File: config.mk
export PLATFORM = sky130hd
export DESIGN_NAME = dmem_arbiter
export DESIGN_NICKNAME = d
export VERILOG_FILES = /design/src/rtl/dmem_arbiter.sv
export SDC_FILE = /design/constraint.sdc
export NUM_CORES = 1
export LEC_CHECK = 0
export CAP_MARGIN = 15
export CORE_AREA = 2 2 116 118
export DETAILED_ROUTE_END_ITERATION = 12
export DIE_AREA = 0 0 118 120
export PLACE_DENSITY = 0.59
export RECOVER_POWER = 100
export SLEW_MARGIN = 25
export SYNTH_ARGS = -nofsm -noshare
export SYNTH_HDL_FRONTEND = slang
export SYNTH_SLANG_ARGS = --single-unit
File: constraint.sdc
create_clock -name clk -period 4 [get_ports clk]
set_clock_uncertainty 0.05 [all_clocks]
set_input_delay 0.8 -clock clk [delete_from_list [all_inputs] [get_ports clk]]
set_output_delay 0.8 -clock clk [all_outputs]
set_load 0.05 [all_outputs]
File: src/rtl/dmem_arbiter.sv
// Two-master arbiter for the single data-memory port: the MIPS core has default
// priority, and an auxiliary master gets idle slots, anti-starvation slots and bounded bursts.
module dmem_arbiter #(
  parameter int unsigned AW        = 32,
  parameter int unsigned DW        = 32,
  parameter int unsigned MAX_WAIT  = 4,
  parameter int unsigned BURST_MAX = 8
) (
  input  logic          clk,
  input  logic          reset_n,
  input  logic          run,
  output logic          cpu_enable,
  input  logic          cpu_rd,
  input  logic          cpu_wr,
  input  logic [AW-1:0] cpu_addr,
  input  logic [DW-1:0] cpu_wdata,
  output logic [DW-1:0] cpu_rdata,
  input  logic          aux_req,
  input  logic          aux_we,
  input  logic          aux_lock,
  input  logic [AW-1:0] aux_addr,
  input  logic [DW-1:0] aux_wdata,
  output logic          aux_gnt,
  output logic [DW-1:0] aux_rdata,
  output logic          mem_wr,
  output logic [AW-1:0] mem_addr,
  output logic [DW-1:0] mem_wdata,
  input  logic [DW-1:0] mem_rdata
);

  localparam int unsigned WAIT_W = 4;
  localparam int unsigned BEAT_W = 8;
  localparam logic [WAIT_W-1:0] WAIT_LIMIT = WAIT_W'(MAX_WAIT);
  localparam logic [BEAT_W-1:0] BEAT_LIMIT = BEAT_W'(BURST_MAX);
  localparam logic              BURSTS_ON  = (BURST_MAX > 1);

  typedef enum logic [0:0] {
    CPU_OWN = 1'b0,
    AUX_OWN = 1'b1
  } state_t;

  state_t              state_q, state_d;
  logic [WAIT_W-1:0]   wait_q, wait_d;
  logic [BEAT_W-1:0]   beat_q, beat_d;
  logic                cpu_req;
  logic                aux_win;

  // Winner selection; reset low suppresses any aux grant.
  always_comb begin
    cpu_req = run & (cpu_rd | cpu_wr);
    aux_win = 1'b0;
    unique case (state_q)
      CPU_OWN: aux_win = aux_req & (~cpu_req | (wait_q == WAIT_LIMIT));
      AUX_OWN: aux_win = aux_req;
      default: aux_win = 1'b0;
    endcase
    aux_win = aux_win & reset_n;
  end

  // Port mux: the CPU drives dmem whenever aux does not win.
  always_comb begin
    aux_gnt    = aux_win;
    cpu_enable = reset_n & run & ~(cpu_req & aux_win);
    mem_addr   = aux_win ? aux_addr  : cpu_addr;
    mem_wdata  = aux_win ? aux_wdata : cpu_wdata;
    mem_wr     = reset_n & (aux_win ? aux_we : (cpu_wr & cpu_enable));
    cpu_rdata  = mem_rdata;
    aux_rdata  = mem_rdata;
  end

  // Next-state: starvation counter and burst ownership.
  always_comb begin
    state_d = state_q;
    wait_d  = wait_q;
    beat_d  = beat_q;

    if (aux_req & ~aux_win) begin
      wait_d = (wait_q == WAIT_LIMIT) ? wait_q : wait_q + WAIT_W'(1);
    end else begin
      wait_d = '0;
    end

    unique case (state_q)
      CPU_OWN: begin
        if (aux_win & aux_lock & BURSTS_ON) begin
          state_d = AUX_OWN;
          beat_d  = BEAT_W'(1);
        end
      end
      AUX_OWN: begin
        if (~aux_req | ~aux_lock | ((beat_q + BEAT_W'(1)) == BEAT_LIMIT)) begin
          state_d = CPU_OWN;
          beat_d  = '0;
        end else begin
          beat_d  = beat_q + BEAT_W'(1);
        end
      end
      default: begin
        state_d = CPU_OWN;
        beat_d  = '0;
      end
    endcase
  end

  always_ff @(posedge clk or negedge reset_n) begin
    if (!reset_n) begin
      state_q <= CPU_OWN;
      wait_q  <= '0;
      beat_q  <= '0;
    end else begin
      state_q <= state_d;
      wait_q  <= wait_d;
      beat_q  <= beat_d;
    end
  end

endmodule
==> results of run 1 <==
## worst max-delay path, cell delays in order
cell           delay [ps]
dlygate4sd3_1         560
nor2_1                 60
nand4bb_1             310
nand3_4               350
buf_12                240
mux2_2                410
buf_12                160
## where the power goes
part           leakage (nW)  total [W]  switching (W)  internal [W]
logic                  1.61   0.000910       0.000453      0.000458
clock network        0.0382   0.000188      0.0000537      0.000134
registers             0.176   0.000181      0.0000288      0.000152
total                  1.83    0.00128       0.000535      0.000744
## worst max-delay path by stage
stage	endpoint	depth (start not counted)	slack [ps]
4_1_cts	mem_addr[8]	7	290
2_1_floorplan	mem_wr	5	760
6_report	mem_addr[8]	7	230
3_3_place_gp	mem_addr[8]	7	290
5_1_grt	mem_addr[10]	7	80
3_5_place_dp	mem_addr[8]	7	280
## layout by cell type (no fill, tap or decap), types with 2 or more instances in the layout
cell type and n:
clkdlybuf4s50_1 133, buf_12 67, mux2_1 60, dfrtp_1 13, nand2_1 10, nor2_1 7, nand3_1 7, a21oi_1 6
mux2_2 4, nor3_1 4, xnor2_1 4, o21ai_0 4, ha_1 4, inv_1 3, clkbuf_16 3, a21o_1 2
nor2b_1 2, clkbuf_1 2, dlygate4sd3_1 2, clkbuf_2 2
## per-stage QoR
step	hold slack, ps	total power [W]	std cells
floorplan	420	0.000778	225
global placement	439	0.00112	533
detailed placement	446	0.00113	533
CTS	459	0.00132	537
global route	502	0.00133	537
finish	458	0.00128	537
## logic make-up (layout without fill, tap and decap cells)
logic type | count (synthesis) | in the layout | share of synthesized area, %
compound gates | 24 | 24 | 8.78
buf+inv | 76 | 212 | 25.9
flops | 13 | 13 | 15.8
mux | 64 | 64 | 35.1
fa+ha+maj | 4 | 4 | 2.44
xor+xnor | 4 | 4 | 1.71
simple gates | 40 | 40 | 10.2
## layer usage
layer	GRT usage (%)	up-vias	share of wire, %
met1	14.6	964	36
met2	26.4	134	57
met5	0	-	0
met3	3.09	9	7.3
met4	1.58	0	0.43
li1	-	997	-
## layout make-up
cell class              instances  area [um2]  share of cell area [%]
clock buffers                   4        78.8                    1.73
inverters                       3        11.3                   0.247
multi-input cells             136        1210                    26.6
flip-flops and latches         13         325                    7.15
well taps                     176         220                    4.84
repair buffers                205        2710                    59.5
## flip-flops by register name, indices dropped and copies added (netlist names)
register and cells:
wait_q 4, state_q 1, beat_q 8
==> impl_results.md, run 1 <==
- Final WS setup: 229 ps
- Synth cell count leaders: buf_4, mux2_2, dfrtp_1
- Final TNS setup: 0 ps
- Htree depth: 1
- Rel. slew slack: 44.7%
- Drt pass-1 iters: 4
- Hold-critical path depth: 2
- Die ar.: 14200 um2
- Final ANT Viol Nets: 0
- Area Overhead vs Synth: 122%
- Post-synth EDFFs: 0
- Vias in the first global route: 2262
- Largest area contributor in the netlist: mux2_2
- Initial drt markers: 68
- Initial antenna violation count: 0
- Worst-path clk slew: 40 ps
- R2R cell count: 7
- Fin. Hold Viols: 0
- Gr usage total: 13.3%
- RR Endpoint: beat_q[0]$_DFFE_PN0P_
- Post CTS Setup Buffer Count: 0
- Post-synthesis cell count: 225
- Fill cell total of the finished layout: 1318
- Worst Setup Start Kind: input port
- CTS tree: yes
- Synth top area share: 35.1%
- Hold Path Class: register to register
- Sequential-to-total area share from yosys stat: between 10% and 20%
- Fmax: around 0.27 GHz
- Fin area: between 4000 and 5000 um2
- Hold Startpoint: beat_q[7]$_DFFE_PN0P_
- ANT cells: 0
- # DRC: 0
- Max_cap viols: 0
- Hpwl dp: 8910 um
- Clock buffer count from CTS: 3
- Unrepaired setup endpoints after global routing: false
- Clk_lat worst skew: around 240 ps
- Worst-margin pin slew: around 830 ps
- Synth async-reset ratio: 100%
- Util after Layout: 35.1%
- Crit path DAT: just under 3000 ps
- Chip width: 118 um
- GP Congestion: 0.742
- R2r setup slk: 1640 ps
- Root buffer cell: clkbuf_16
- Mean post-synth cell area: 9.13 um2
- Setup Slack @ Placement: 283 ps
- Wire length per cell: 18.4 um
- Peak supply drop: 122 uV
- Critical path launch point: cpu_wr
- Core Area: approximately 13000 um2
- CTS sink count: 13
- Crit path kind: input port to primary output
- Rows: between 40 and 50
- Share of post-route cells with drive strength above 1: ~22%
- Top post-synthesis cells by area: mux2_2, buf_4, dfrtp_1
- Post-Syn Area: 2050 um2
- Final period util: 94.3%
- Worst-path maximum fanout: 30
- Critical path capture point type: primary output
- Routed WL: 9900 um
- Initial Util: 15.8%
- Pins Over Slew Limit: 0
- Pwr dens: between 200 and 300 nW/um2
- Max clock buf depth: 2
- First-pass GRT wire length: 14200 um
- GRT overflow: 0
- Minimum clock period: 3770 ps
- DP Area: around 4500 um2
- Synth Warn #: 0
- Post-synth cell types: 37
- Top_reg_cell synth: dfrtp_1
- #FFs+latches synth: 13
- Port buffer count: 202
- Status: completed
- Critical R2R Launch: wait_q[0]$_DFFE_PN0P_
- End point of the worst hold path: beat_q[7]$_DFFE_PN0P_
- Post_cts resized: 0
- Pin count of the biggest net entering global routing: 31
- DR vias/cell: 3.92
- Nets@finish: 534
- Syn nets: 397
- I/O pin count: 299
- DR vias: 2104
- Worst endpoint required time: ~3200 ps
- CTS Hold Buffers Added: 0
- Leakage power: 1.83 nW
- Die Span Y: 120 um
- Setup violators final: 0
No activity file was read; power rests on OpenSTA's default activity.
==> run 2: changes to the inputs <==
- ABC_AREA: unset -> 1
- CORE_AREA: 2 2 116 118 -> 2 2 117 119
- DIE_AREA: 0 0 118 120 -> 0 0 119 121
==> run 2 against run 1 <==
  * Non-clock buffer count is 2 higher
  * Core utilization down 2.7 points
  * Die area up 1.7%
  * Clock power about the same
  * Via count grew 29%
  * Total power shrank 20%
  * Final area is 7.1% lower
  * Count of clock-buffer cells in the layout did not move
  * Worst hold slack got worse by 5.4 ps
  * Sequential share of layout area grew 0.55 points
  * First-iteration DRC count is 76% higher
==> impl_results.md, run 2 <==
- Status: completed
- Hold Startpoint: state_q$_DFF_PN0_
- Crit path kind: input port to primary output
- Final ANT Viol Nets: 0 (unchanged)
- ANT cells: 0 (unchanged)
- CP dominant cell by count: nand2_1
- Chip width: 119 um (+0.85%)
- Crit path DAT: 2730 ps (-190 ps)
- Combinational power share: 66.3% (-4.8 points)
- Hpwl dp: 7890 um (-11%)
- Unrepaired setup endpoints after global routing: false
- Area Overhead vs Synth: 96.7%
- Clk_lat worst skew: 240 ps (about the same)
- Worst-path clk slew: 40 ps (about the same)
- Psw: 0.000435 W (-19%)
- Fin. Hold Viols: 0 (unchanged)
- Worst endpoint required time: 3150 ps (about the same)
- Nets@finish: 692 (+30%)
- Top post-synthesis cells by area: nand2_1, buf_4, dfrtp_1
- Critical path capture point type: primary output
- Most frequent cell after synthesis: nand2_1
- Core Area: 13100 um2 (+0.81%)
- Setup violators final: 0 (unchanged)
- Final period util: 89.5% (-4.8 points)
- Hold WS: 453 ps (-5.36 ps)
- Post_cts resized: 0 (unchanged)
- Internal: 0.000588 W (-21%)
- # DRC: 0 (unchanged)
- Port buffer count: 202 (unchanged)
- R2r setup slk: 2170 ps (+530 ps)
- Worst-margin pin slew: 777 ps (-52.7 ps)
- Die ar.: 14400 um2 (+1.7%)
- Pin count of the biggest net entering global routing: 36 (+16%)
- CTS tree: yes
- Largest regs: beat_q (8), wait_q (4), state_q (1)
- Max clock buf depth: 2 (unchanged)
- Non-Filler Instances: 695 (+29%)
- Leading cell type in the layout, fill and taps excluded: nand2_1
- Routed WL: 9220 um (-6.8%)
- GRT overflow: 0 (unchanged)
- Vias in the first global route: 2604 (+15%)
- Top reg by flops: beat_q
- #FFs+latches synth: 13 (unchanged)
- Post-synth EDFFs: 0 (unchanged)
- Hold Path Class: register to register
- Fill cell total of the finished layout: 1406 (+6.7%)
- First-pass GRT wire length: 13600 um (-4.1%)
- R2R cell count: 8 (+1)
- CTS Hold Buffers Added: 0 (unchanged)
- Top_reg_cell synth: dfrtp_1
- Post CTS Setup Buffer Count: 0 (unchanged)
- End point of the worst hold path: beat_q[0]$_DFFE_PN0P_
- Sw Share: 42.5% (+0.69 points)
- Sequential-to-total area share from yosys stat: 15.1% (-0.71 points)
- Die Span Y: 121 um (+0.83%)
- Worst-path maximum fanout: 31 (+3.3%)
- Synth top area share: 38.8% (+3.7 points)
- Synth Warn #: 0 (unchanged)
- I/O pin count: 299 (unchanged)
- Final TNS setup: 0 ps (unchanged)
- Critical R2R Launch: wait_q[0]$_DFFE_PN0P_
- Initial drt markers: 120 (+76%)
- Synth async-reset ratio: 100% (unchanged)
- Pwr dens: 242 nW/um2 (-14%)
- Gr usage total: 11.9% (-1.4 points)
- Synth cell count leaders: nand2_1, buf_4, inv_1
- Initial Util: 16.4% (+0.61 points)
- Rel. slew slack: 48.2% (+3.5 points)
- Max reg flops: 8 (unchanged)
- Post-synthesis cell count: 386 (+72%)
- Clock power share: 18.5% (+3.8 points)
- Critical path's largest stage delay: 540 ps (-20 ps)
- Flop pwr share: 15.1% (+0.9 points)
- Pins Over Slew Limit: 0 (unchanged)
- Post-Syn Area: 2150 um2 (+4.7%)
- Max_cap viols: 0 (unchanged)
- Most frequent cells in the layout: nand2_1, clkdlybuf4s50_1, buf_12
- Mean post-synth cell area: 5.57 um2 (-39%)
- Drt pass-1 iters: 5 (+1)
- Leakage power: 2.02 nW (+11%)
- Post-synth cell types: 24 (-35%)
- CTS sink count: 13 (unchanged)
- Rows: 42 (unchanged)
- Placed insts: 691 (+30%)
- Peak supply drop: 88.9 uV (-27%)
- Worst Setup Start Kind: input port
- Util after Layout: 32.3% (-2.7 points)
- Syn nets: 558 (+41%)
- Minimum clock period: 3580 ps (-190 ps)
- Share of post-route cells with drive strength above 1: 13.1% (-9.1 points)
- Fmax: 0.279 GHz (+5.3%)
- Initial antenna violation count: 0 (unchanged)
- Wire length per cell: 13.3 um (-28%)
- Clock buffer count from CTS: 3 (unchanged)
- RR Endpoint: wait_q[3]$_DFFE_PN0P_
- Hold-critical path depth: 1 (-1)
- GP Congestion: 0.749 (+0.96%)
- CP max-delay cell: dlygate4sd3_1
- DR vias/cell: 3.90 (-0.55%)
- Largest area contributor in the netlist: nand2_1
- Htree depth: 1 (unchanged)
- Crit-path cells: dlygate4sd3_1 -> nor2_1 -> nor2_1 -> nand3_2 -> nand2_1 -> buf_4 -> nand2_1 -> nand2_1 -> clkbuf_1
- DR vias: 2708 (+29%)
- Power, Total: 0.00102 W (-20%)
- Root buffer cell: clkbuf_16
==> run 2: changes by cell type after synthesis, moves of 4 or more <==
cell | previous run | this run
inv_1 | 3 | 16
nor2_1 | 7 | 11
mux2_2 | 64 | 0
o21ai_1 | 0 | 4
nand2_2 | 0 | 8
buf_4 | 64 | 70
clkbuf_1 | 4 | 0
nand2_1 | 10 | 222
a21oi_1 | 6 | 2
==> run 2: layout make-up <==
type	instances	area, um2	share of cell area [%]
Clock buffer	4	78.8	1.86
Inverter	18	67.6	1.60
Multi-Input combinational cell	277	1180	27.9
Sequential cell	13	325	7.69
Tap cell	176	220	5.21
Timing Repair Buffer	207	2360	55.8
==> run 2: kinds of logic (layout without fill, tap and decap cells) <==
group | after synthesis | count (layout) | synth area share, %
flops | 13 | 13 | 15.1
compound gates | 12 | 12 | 3.14
simple gates | 259 | 259 | 48.8
buf+inv | 96 | 229 | 29.7
fa+ha+maj | 4 | 4 | 2.33
xor+xnor | 2 | 2 | 0.815
==> run 2: power groups by stage <==
stage / Combinational [W] / Clock, W / Sequential, W
after global placement: 0.000756 / 0 / 0.000155
after detailed placement: 0.000761 / 0 / 0.000157
final: 0.000679 / 0.000190 / 0.000155
after CTS: 0.000763 / 0.000193 / 0.000155
after global routing: 0.000719 / 0.000203 / 0.000156
after floorplan: 0.000499 / 0 / 0.000154
==> run 2: per-layer routing <==
layer	track usage (%)	up-vias	part of all wire [%]
li1	-	1369	-
met1	12.8	1136	35
met2	20.0	170	48
met3	5.73	33	14
met4	4.69	0	2.7
met5	0	-	0
==> run 2: worst max path at each step <==
stage | to | from | slack [ps] | depth (start not counted)
final | mem_addr[27] | cpu_wr | 420 | 9
after global placement | mem_wr | run | 710 | 13
after global routing | mem_addr[3] | cpu_wr | 270 | 9
after floorplan | mem_wr | run | 1100 | 10
after CTS | mem_wr | run | 670 | 13
after detailed placement | mem_wr | run | 670 | 13
==> run 2: critical path, delay by kind of cell <==
family / cells / cell delay [ps]
AND/OR/NAND/NOR: 6 / 570
buffers and inverters: 3 / 1330
==> run 2: through the flow <==
step / worst slack, ps / area (um2)
6_report: 419 / 4230
5_1_grt: 266 / 4230
4_1_cts: 671 / 4580
3_5_place_dp: 672 / 4500
3_3_place_gp: 706 / 4500
2_1_floorplan: 1100 / 2150
